<file path="config.mk">
export PLATFORM = sky130hd
export DESIGN_NAME = streamlined_divider_param
export DESIGN_NICKNAME = d
export VERILOG_FILES = /design/src/rtl/div_pkg.sv /design/src/rtl/div_restore_step.sv /design/src/rtl/streamlined_divider_param.sv
export SDC_FILE = /design/constraint.sdc
export NUM_CORES = 1
export LEC_CHECK = 0
export ABC_CLOCK_PERIOD_IN_PS = 2450
export BUFFER_PORTS_ARGS = -buffer_cell sky130_fd_sc_hd__buf_2
export CAP_MARGIN = 15
export CELL_PAD_IN_SITES_DETAIL_PLACEMENT = 1
export CELL_PAD_IN_SITES_GLOBAL_PLACEMENT = 1
export CORE_MARGIN = 4
export CORE_UTILIZATION = 45
export DETAILED_ROUTE_END_ITERATION = 6
export GPL_ROUTABILITY_DRIVEN = 0
export PLACE_DENSITY = 0.9
export SLEW_MARGIN = 40
export SYNTH_ARGS = -nofsm -noshare
export SYNTH_HDL_FRONTEND = slang
export SYNTH_SLANG_ARGS = --single-unit
export TNS_END_PERCENT = 50
</file>
<file path="constraint.sdc">
create_clock -name clk -period 2.45 [get_ports clk]
set_input_delay 0.6125 -clock clk [delete_from_list [all_inputs] [get_ports clk]]
set_output_delay 0.6125 -clock clk [all_outputs]
set_load 0.02 [all_outputs]
</file>
<file path="src/rtl/div_pkg.sv">
// Shared definitions for the iterative restoring divider: FSM encoding and
// step-counter sizing.
package div_pkg;

    typedef enum logic [1:0] {
        IDLE = 2'd0,
        CALC = 2'd1,
        FIX  = 2'd2,
        DONE = 2'd3
    } div_state_t;

    // Counter must hold values up to WIDTH.
    function automatic int cnt_width(input int width);
        return $clog2(width + 1);
    endfunction

endpackage

</file>
<file path="src/rtl/div_restore_step.sv">
// One restoring-division step: shift the working register left, trial-subtract
// the divisor magnitude from the upper part, keep or restore.
module div_restore_step #(
    parameter int WIDTH = 8
) (
    input  logic [2*WIDTH-1:0] work,
    input  logic [WIDTH-1:0]   divisor_mag,
    output logic [2*WIDTH-1:0] work_next
);

    logic [WIDTH:0]   upper;
    logic [WIDTH-1:0] lower;
    logic [WIDTH-1:0] trial;
    logic             fits;

    // The partial remainder is always below the divisor, so a successful
    // trial difference fits back into WIDTH bits.
    always_comb begin
        upper     = work[2*WIDTH-1:WIDTH-1];
        lower     = {work[WIDTH-2:0], 1'b0};
        fits      = (upper >= {1'b0, divisor_mag});
        trial     = WIDTH'(upper - {1'b0, divisor_mag});
        work_next = '0;
        if (fits) begin
            work_next = {trial, lower[WIDTH-1:1], 1'b1};
        end else begin
            work_next = {upper[WIDTH-1:0], lower[WIDTH-1:1], 1'b0};
        end
    end

endmodule

</file>
<file path="src/rtl/streamlined_divider_param.sv">
// Multi-cycle signed/unsigned restoring divider with start/done handshake,
// truncating signed results and divide-by-zero / overflow flags.
//
// state | meaning
// IDLE  | waiting for start_sig; done_sig/busy fall here
// CALC  | WIDTH restoring steps on magnitudes
// FIX   | sign correction, special cases, register results
// DONE  | raise done_sig (seen in the following cycle)
module streamlined_divider_param
    import div_pkg::*;
#(
    parameter int WIDTH = 8
) (
    input  logic             clk,
    input  logic             rst,
    input  logic             start_sig,
    input  logic             signed_mode,
    input  logic [WIDTH-1:0] dividend,
    input  logic [WIDTH-1:0] divisor,
    output logic             busy,
    output logic             done_sig,
    output logic [WIDTH-1:0] quotient,
    output logic [WIDTH-1:0] remainder,
    output logic             div_zero,
    output logic             overflow
);

    localparam int             CW        = cnt_width(WIDTH);
    localparam logic [CW-1:0]  LAST_STEP = CW'(WIDTH - 1);
    localparam logic [WIDTH-1:0] MIN_VAL = {1'b1, {(WIDTH-1){1'b0}}};

    div_state_t         state, state_nxt;
    logic [CW-1:0]      step_cnt;
    logic [2*WIDTH-1:0] work, work_next;
    logic [WIDTH-1:0]   b_mag, a_raw;
    logic               sm_r, a_sgn, b_sgn, div0_r, ovf_r;

    logic               a_neg_in, b_neg_in;
    logic [WIDTH-1:0]   a_mag_in, b_mag_in;
    logic [WIDTH-1:0]   q_mag, r_mag, q_fix, r_fix;

    div_restore_step #(.WIDTH(WIDTH)) u_step (
        .work        (work),
        .divisor_mag (b_mag),
        .work_next   (work_next)
    );

    always_comb begin
        a_neg_in = signed_mode & dividend[WIDTH-1];
        b_neg_in = signed_mode & divisor[WIDTH-1];
        a_mag_in = a_neg_in ? -dividend : dividend;
        b_mag_in = b_neg_in ? -divisor  : divisor;
    end

    // Remainder follows the dividend's sign (C truncation semantics).
    always_comb begin
        q_mag = work[WIDTH-1:0];
        r_mag = work[2*WIDTH-1:WIDTH];
        q_fix = (sm_r && (a_sgn ^ b_sgn)) ? -q_mag : q_mag;
        r_fix = (sm_r && a_sgn) ? -r_mag : r_mag;
        if (div0_r) begin
            q_fix = '1;
            r_fix = a_raw;
        end else if (ovf_r) begin
            q_fix = MIN_VAL;
            r_fix = '0;
        end
    end

    always_ff @(posedge clk or posedge rst) begin
        if (rst) begin
            state <= IDLE;
        end else begin
            state <= state_nxt;
        end
    end

    always_comb begin
        state_nxt = state;
        case (state)
            IDLE:    if (start_sig) state_nxt = CALC;
            CALC:    if (step_cnt == LAST_STEP) state_nxt = FIX;
            FIX:     state_nxt = DONE;
            DONE:    state_nxt = IDLE;
            default: state_nxt = IDLE;
        endcase
    end

    always_ff @(posedge clk or posedge rst) begin
        if (rst) begin
            step_cnt  <= '0;
            work      <= '0;
            b_mag     <= '0;
            a_raw     <= '0;
            sm_r      <= 1'b0;
            a_sgn     <= 1'b0;
            b_sgn     <= 1'b0;
            div0_r    <= 1'b0;
            ovf_r     <= 1'b0;
            busy      <= 1'b0;
            done_sig  <= 1'b0;
            quotient  <= '0;
            remainder <= '0;
            div_zero  <= 1'b0;
            overflow  <= 1'b0;
        end else begin
            case (state)
                IDLE: begin
                    done_sig <= 1'b0;
                    busy     <= start_sig;
                    if (start_sig) begin
                        sm_r     <= signed_mode;
                        a_sgn    <= dividend[WIDTH-1];
                        b_sgn    <= divisor[WIDTH-1];
                        a_raw    <= dividend;
                        b_mag    <= b_mag_in;
                        work     <= {{WIDTH{1'b0}}, a_mag_in};
                        div0_r   <= (divisor == '0);
                        ovf_r    <= signed_mode && (dividend == MIN_VAL) && (&divisor);
                        step_cnt <= '0;
                    end
                end
                CALC: begin
                    work     <= work_next;
                    step_cnt <= step_cnt + CW'(1);
                end
                FIX: begin
                    quotient  <= q_fix;
                    remainder <= r_fix;
                    div_zero  <= div0_r;
                    overflow  <= ovf_r;
                end
                DONE: begin
                    done_sig <= 1'b1;
                end
                default: ;
            endcase
        end
    end

endmodule

</file>
After elaboration in Yosys (flattened, before gate mapping)
Index checks and enable logic that the tools add are counted.
{"block": "totals", "regBits": 63, "inputBits": 20, "output_inout_bits": 20, "wordCells": 62}
{"block": "op_classes", "add_sub_neg": 6, "n_lt_le_gt_ge": 1, "n_eq_ne": 7, "mux": 17, "bitwise": 3, "n_reduce_logical": 12}
{"operator": "8-bit 2-to-1 mux", "n": 8}
{"operator": "16-bit 2-to-1 mux", "n": 2}
{"operator": "8-bit negator", "n": 4}
{"operator": "16-bit one-hot mux with 2 select lines", "n": 1}
{"operator": "9-bit by 8-bit >= comparator with 1-bit output", "n": 1}
{"operator": "8-bit == test (second input constant)", "n": 1}
{"operator": "8-bit zero test", "n": 1}
{"operator": "2-bit one-hot mux with 4 select lines", "n": 1}
{"operator": "4-bit one-hot mux with 2 select lines", "n": 1}
{"operator": "8-bit AND reduction", "n": 1}
{"operator": "8-bit subtractor", "n": 1}
{"operator": "2-bit AND reduction", "n": 3}
{"operator": "4-bit by 1-bit adder with 4-bit output (second input constant)", "n": 1}
{"operator": "2-bit == test (second input constant)", "n": 2}
{"operator": "4-bit by 3-bit == test with 1-bit output (second input constant)", "n": 1}
{"operator": "1-bit logical AND", "n": 4}
{"operator": "2-bit 2-to-1 mux", "n": 2}
{"operator": "4-bit 2-to-1 mux", "n": 1}
{"operator": "2-bit inequality test (second input constant)", "n": 2}
{"operator": "2-bit nonzero test", "n": 2}
{"operator": "1-bit bitwise AND", "n": 2}
{"operator": "2-bit by 1-bit == test with 1-bit output (second input constant)", "n": 1}
{"operator": "2-bit zero test", "n": 1}
{"operator": "1-bit one-hot mux with 2 select lines", "n": 1}
{"operator": "1-bit XOR", "n": 1}

Longest topological paths before layout
Gate-level depths: netlist of the first run.
{"block": "depth", "word_depth": 5, "ltp_mapped": 9, "mapped_depth_nobuf": 9}

Cells and area by module
From an unflattened synthesis of the first run, not the netlist that was laid out.
{"block": "unflattened", "hier_cells": 440, "area_unflattened_um2": 4022.6}
{"module": "streamlined_divider_param", "instances": 1, "cells_each": 363, "area_per_inst_um2": 3442.1, "seq_area_each_um2": 1551.5}
{"module": "div_restore_step", "instances": 1, "cells_each": 77, "area_per_inst_um2": 580.6, "seq_area_each_um2": 0.0}

Worst setup path after synthesis of the first run
Ideal clock, no wire load.
{"block": "synth_timing", "path_kind": "register to register", "startpoint": "register work[7]", "endpoint": "register work[14]", "setup_ns": 0.130, "arrival_ns": 1.791, "required_time_ns": 2.320, "slack_ns": 0.529, "path_stages_with_launch": 10, "path_buffers": 0, "synth_period_minus_slack_ns": 1.921, "path_cell_list": "dfrtp_1 -> inv_1 -> ha_1 -> inv_1 -> fa_1 -> a211oi_1 -> o21bai_1 -> a21oi_1 -> xor2_1 -> o21ai_0"}
{"block": "synth_between", "elab_chain_len": 3, "elab_cells_between_ends": 4, "cone_classes": "add/sub (1); order compare (1); mux (2)"}
{"element": "start: declaration", "line_no": "streamlined_divider_param.sv:34", "rtl": "logic [2*WIDTH-1:0] work, work_next;"}
{"element": "start signal: assignment", "line_no": "streamlined_divider_param.sv:117", "rtl": "work <= {{WIDTH{1'b0}}, a_mag_in};"}
{"element": "start signal: assignment", "line_no": "streamlined_divider_param.sv:124", "rtl": "work <= work_next;"}
{"element": "8-bit subtractor or 9-bit by 8-bit >= comparator with 1-bit output (tied branches)", "line_no": "div_restore_step.sv:22, div_restore_step.sv:21"}
{"element": "16-bit 2-to-1 mux *", "line_no": "div_restore_step.sv:24", "rtl": "if (fits) begin"}
{"element": "16-bit one-hot mux with 2 select lines *", "line_no": "streamlined_divider_param.sv:107", "rtl": "case (state)"}
Every way passes the cells marked *; elsewhere a longest branch is shown, timed or not.
A chain may end at the register's enable or synchronous reset.

Worst setup path in the final report of the first run
{"block": "layout_timing", "startpoint": "register work[7]", "endpoint": "register work[12]"}
Same word-level chain as after synthesis.

==> impl_metrics.yaml, run 1 <==
route:
  final_antenna_net_count: 0
  num_vias: 3212
  first_pass_iters: 4
  wl_per_cell_um: 19.78
  drtIter0Drc: 175
  drc: 0
  routed_wl_um: 10800
  vias_per_cell: 5.883
synth:
  synthArstFlopShare: 1.000
  synth_area_per_cell_um2: 9.235
  synthFlopType: "dfrtp_1"
  synthCells: 394
  yosysUniqueCellTypes: 48
  ys_warn_count: 0
  synth_edf_count: 0
  ys_ff_latch: 62
  ys_seq_area_frac: 0.4264
  syn_area_um2: 3638
  syn_nets: 433
clocking:
  cts_resized: 0
  post_cts_buffers: 0
  cts_root_buffer: "clkbuf_8"
  numCtsBuffers: 9
  cts_num_sinks: 62
  cts_buffer_depth: 2
  clk_pin_slew_ns: 0.08
  cts_hold_buf: 0
  htree_levels: 3
  cts_tree: "built"
  clock_latency_ns: 0.35
sta:
  timing.slew.headroom: 0.5947
  rsz0062_at_grt: "no"
  worst_pin_slew_ns: 0.6079
  setup_viol: 0
  fmaxAchievable_mhz: 446.6
  finClkSkew_ns: 0.01390
  period_needed_ns: 2.239
  final.setup.tns_ns: 0
  finalCritPeriodShare: 0.9138
  slew_violations: 0
  finalHoldViolCount: 0
setup_path:
  endpoint_kind: "register"
  critPathMaxFanout: 4
  cp_common_cell: "inv_1"
  cp_top_family: "adder cells"
  worst_path_largest_cell_delay_ns: 0.41
  crit_buf_inv: 2
  cp_data_required_time_ns: 2.67
  crit_type: "register to register"
  startpoint_type: "register"
  cp.arrival_ns: 2.46
  path_cells: "inv_1 -> ha_1 -> inv_1 -> fa_1 -> a211oi_1 -> nor2_1 -> xor2_1 -> mux2i_1 -> o21ai_0"
  slowest_stage: "fa_1"
min_path:
  hp-class: "input port to async pin"
final_layout:
  mostFrequentLayoutCells: "dfrtp_1 (62), nand2_1 (47), buf_2 (39)"
  drive_gt1_frac: 0.1892
  diodes: 0
  nNetsFinal: 479
  synthToLayoutAreaGrowth_pct: 15.68
  final_common_cell: "dfrtp_1"
power:
  vdd_drop_max_uv: 535.2
  finalPower_uw: 6393
  p_per_area_nw_per_um2: 1519
  p_leak_uw: 0.001930
die:
  rows: 32
  num_io_pins: 40
  dieArea_um2: 9588
  start_util: 0.4660
  die_width_um: 97.92
  placeableCoreArea_um2: 7807
  die_h_um: 97.92
global_routing:
  track_usage: 0.2343
  grt_pass1_vias: 3501
  antenna_found_initial: 0
  grt_max_degree: 34
  grt-ovfl-total: 0
  grt_pass1_wl_um: 17860
place:
  dp_hpwl_um: 7782
  io_buffers: 39
job:
  maxCapViolCount: 0
status:
  outcome: "finished, final reports clean"
==> metal layers <==
metal | vias up | routed length [µm] | GRT usage
met5 | - | 0 | 0
met4 | 0 | 292 | 0.1001
met3 | 23 | 338 | 0.03571
met2 | 64 | 5576 | 0.4178
met1 | 1646 | 4595 | 0.2792
li1 | 1479 | - | -
==> logic make-up after synthesis <==
| kind of cell | count (synthesis) | share of synthesized area |
|---|---|---|
| muxes | 23 | 0.06912 |
| AOI/OAI and AO/OA | 106 | 0.1833 |
| buffers and inverters | 43 | 0.04677 |
| and+or+nand+nor | 115 | 0.1444 |
| xor gates and xnor gates | 26 | 0.06259 |
| DFF | 62 | 0.4264 |
| adders and majority gates | 19 | 0.06740 |
==> flip-flops by register name, summed over array words and instances, names as in the netlist, 2 cells and up <==
signal / cells
remainder: 8
a_raw: 8
work: 16
step_cnt: 4
quotient: 8
b_mag: 8
state: 2
==> path summary, 6_finish.rpt <==
| path | from | end | slack, ns | cells past startpoint |
|---|---|---|---|---|
| setup / recovery | work[7]$_DFFE_PP0P_ | work[12]$_DFFE_PP0P_ | 0.21 | 9 |
| min in group clk | b_mag[4]$_DFFE_PP0P_ | b_mag[4]$_DFFE_PP0P_ | 0.48 | 2 |
| hold / removal | rst | quotient[3]$_DFFE_PP0P_ | 0.27 | 2 |
| setup reg to reg | work[7]$_DFFE_PP0P_ | work[12]$_DFFE_PP0P_ | 0.21 | 9 |
| hold reg to reg | b_mag[4]$_DFFE_PP0P_ | b_mag[4]$_DFFE_PP0P_ | 0.48 | 2 |
| max in group asynchronous | rst | b_mag[3]$_DFFE_PP0P_ | 1.49 | 3 |
==> through the flow <==
step | hold slack (ns) | utilization | setup slack, ns | std cells | area [µm²]
5_1_grt | 0.3142 | 0.5391 | 0.03385 | 546 | 4209
4_1_cts | 0.2851 | 0.5388 | 0.2448 | 546 | 4207
6_report | 0.2728 | 0.5391 | 0.2111 | 546 | 4209
2_1_floorplan | 0.4498 | - | 0.2961 | 394 | 3638
3_3_place_gp | 0.4621 | 0.5087 | 0.4156 | 531 | 3971
3_5_place_dp | 0.4708 | 0.5087 | 0.2387 | 531 | 3971
==> cell usage after synthesis, types with 2 or more instances <==
master / count / area (µm²)
a211oi_1: 3 / 22.52
a21o_1: 3 / 22.52
a21oi_1: 27 / 135.1
a22o_1: 3 / 26.28
a22oi_1: 5 / 37.54
a31oi_1: 4 / 25.02
a32oi_1: 2 / 17.52
clkbuf_1: 11 / 41.29
dfrtp_1: 62 / 1551
ha_1: 18 / 225.2
inv_1: 30 / 112.6
mux2_2: 14 / 157.7
mux2i_1: 8 / 80.08
nand2_1: 47 / 176.4
nand2b_1: 2 / 12.51
nand3_1: 5 / 25.02
nand3b_1: 3 / 22.52
nand4_1: 2 / 12.51
nor2_1: 33 / 123.9
nor2b_1: 5 / 31.28
nor3_1: 6 / 30.03
nor3b_1: 3 / 22.52
o21a_1: 4 / 30.03
o21ai_0: 34 / 170.2
o21ai_1: 2 / 10.01
o221ai_1: 6 / 52.55
o311ai_0: 3 / 26.28
o31ai_1: 2 / 15.01
or3_1: 3 / 18.77
or4_1: 2 / 15.01
xnor2_1: 17 / 148.9
xor2_1: 9 / 78.83
==> cell type report <==
type / count / area (µm²)
clock buffers: 9 / 123.9
clock inverters: 6 / 111.4
fillers: 912 / 3598
inverters: 30 / 112.6
multi-input cells: 289 / 1919
flip-flops and latches: 62 / 1551
well taps: 102 / 127.6
repair buffers: 48 / 262.8
==> where the power goes <==
part | switching [µW] | internal [µW]
Clock | 436 | 670
Sequential | 421 | 1480
Combinational | 2000 | 1390
Total | 2850 | 3540
(Power assumes the default switching activity.)
==> inputs of run 2 (changes only) <==
- RECOVER_POWER: unset -> 25
==> run 2 against run 1 <==
Against the previous run:
- cell count did not move
- cell area down 0.18%
- critical path depth stayed put
- first-iteration DRC count is 4.6% higher
- largest cell class unchanged
==> impl_metrics.yaml, run 2 (same netlist as run 1, synthesis figures left out) <==
setup_path:
  cp_data_required_time_ns: 2.67
  r2r_cells: 9
  cp.arrival_ns: 2.46
  crit_type: "register to register"
  rrSetupSlack_ns: 0.21
  r2r_end: "work[12]$_DFFE_PP0P_"
  startpoint_type: "register"
  endpoint_kind: "register"
  rr_startpoint: "work[7]$_DFFE_PP0P_"
  critPathMaxFanout: 4
place:
  io_buffers: 39
  placed_area_um2: 3971
  dp_cells: 531
  dp_hpwl_um: 7782
  dp_slack_ns: 0.2387
clocking:
  cts_hold_buf: 0
  cts_buffer_depth: 2
  clock_latency_ns: 0.35
  numCtsBuffers: 9
  post_cts_buffers: 0
  cts_tree: "built"
  htree_levels: 3
  cts_root_buffer: "clkbuf_8"
  cts_resized: 0
  cts_num_sinks: 62
  clk_pin_slew_ns: 0.08
sta:
  finalCritPeriodShare: 0.9142
  finClkSkew_ns: 0.01392
  finalHoldViolCount: 0
  final.setup.tns_ns: 0
  rsz0062_at_grt: "no"
  period_needed_ns: 2.240
  setup_viol: 0
  fmaxAchievable_mhz: 446.5
  timing.slew.headroom: 0.2461
  slew_violations: 0
  worst_pin_slew_ns: 1.131
  fin_ws_ns: 0.2102
final_layout:
  drive_gt1_frac: 0.1824
  final_cell_area_um2: 4202
  synthToLayoutAreaGrowth_pct: 15.47
  post-route-util: 0.5381
  n_fill_cell: 914
  diodes: 0
  mostFrequentLayoutCells: "dfrtp_1 (62), nand2_1 (47), buf_2 (39)"
  regMostFlops: "work"
  nNetsFinal: 479
  largest_register_ffs: 16
  finalNonFillerCells: 546
  final_common_cell: "dfrtp_1"
power:
  sw_frac_of_total: 0.4470
  pwr-share-seq: 0.297
  vdd_drop_max_uv: 535.2
  p_comb_frac: 0.530
  intPower_uw: 3537
  p_leak_uw: 0.001924
  p_switching_uw: 2859
  clockPowerShare: 0.173
  p_per_area_nw_per_um2: 1522
die:
  start_util: 0.4660
  num_io_pins: 40
  placeableCoreArea_um2: 7807
  die_h_um: 97.92
  dieArea_um2: 9588
  rows: 32
  die_width_um: 97.92
route:
  first_pass_iters: 4
  vias_per_cell: 5.885
  routed_wl_um: 10810
  wl_per_cell_um: 19.79
  drtIter0Drc: 183
  drc: 0
  num_vias: 3213
  final_antenna_net_count: 0
min_path:
  hp-class: "input port to async pin"
global_routing:
  antenna_found_initial: 0
  track_usage: 0.2343
  grt-ovfl-total: 0
  grt_max_degree: 34
  grt_pass1_wl_um: 17860
  grt_pass1_vias: 3501
status:
  outcome: "finished, final reports clean"
job:
  maxCapViolCount: 0
==> run 2: area by class of cell <==
cell class / count / area (µm²) / area share
Clock buffer: 9 / 123.9 / 0.02948
Tap cell: 102 / 127.6 / 0.03038
Multi-Input combinational cell: 289 / 1919 / 0.4568
Timing Repair Buffer: 48 / 255.2 / 0.06075
Inverter: 30 / 112.6 / 0.02680
Clock inverter: 6 / 111.4 / 0.02650
Sequential cell: 62 / 1551 / 0.3693
==> run 2: how the worst max path moves through the flow <==
| stage | slack (ns) | to | cells after the start | startpoint |
|---|---|---|---|---|
| final | 0.21 | work[12]$_DFFE_PP0P_ | 9 | work[7]$_DFFE_PP0P_ |
| after global routing | 0.03 | work[12]$_DFFE_PP0P_ | 9 | work[7]$_DFFE_PP0P_ |
| after CTS | 0.24 | work[14]$_DFFE_PP0P_ | 9 | work[7]$_DFFE_PP0P_ |
| after detailed placement | 0.24 | work[14]$_DFFE_PP0P_ | 9 | work[7]$_DFFE_PP0P_ |
| after global placement | 0.42 | work[14]$_DFFE_PP0P_ | 9 | work[7]$_DFFE_PP0P_ |
| after floorplan | 0.30 | a_raw[0]$_DFFE_PP0P_ | 1 | rst |
==> run 2: through the flow <==
| step | total power, µW | hold slack [ns] |
|---|---|---|
| 3_3_place_gp | 4948 | 0.4621 |
| 5_1_grt | 6850 | 0.5072 |
| 6_report | 6396 | 0.4344 |
| 4_1_cts | 6393 | 0.2851 |
| 3_5_place_dp | 5228 | 0.4708 |
| 2_1_floorplan | 4248 | 0.4498 |
==> run 2: routing by layer <==
metal,vias to the layer above,global-route usage,routed length [µm]
li1,1477,-,-
met1,1647,0.2792,4622
met2,64,0.4178,5542
met3,25,0.03571,313
met4,0,0.1001,327
met5,-,0,0
==> run 2: worst max-delay path: stages (launching register included) <==
cell and delay [ns]:
dfrtp_1 0.40, inv_1 0.10, ha_1 0.21, inv_1 0.07, fa_1 0.41, a211oi_1 0.33, nor2_1 0.10, xor2_1 0.15
mux2i_1 0.20, o21ai_0 0.13
==> run 2: power groups by stage <==
| stage | Combinational [µW] | Sequential (µW) | Clock, µW |
|---|---|---|---|
| 2_1_floorplan | 2290 | 1960 | 0 |
| 3_3_place_gp | 3100 | 1850 | 0 |
| 3_5_place_dp | 3330 | 1900 | 0 |
| 4_1_cts | 3380 | 1890 | 1120 |
| 5_1_grt | 3730 | 1950 | 1160 |
| 6_report | 3390 | 1900 | 1110 |
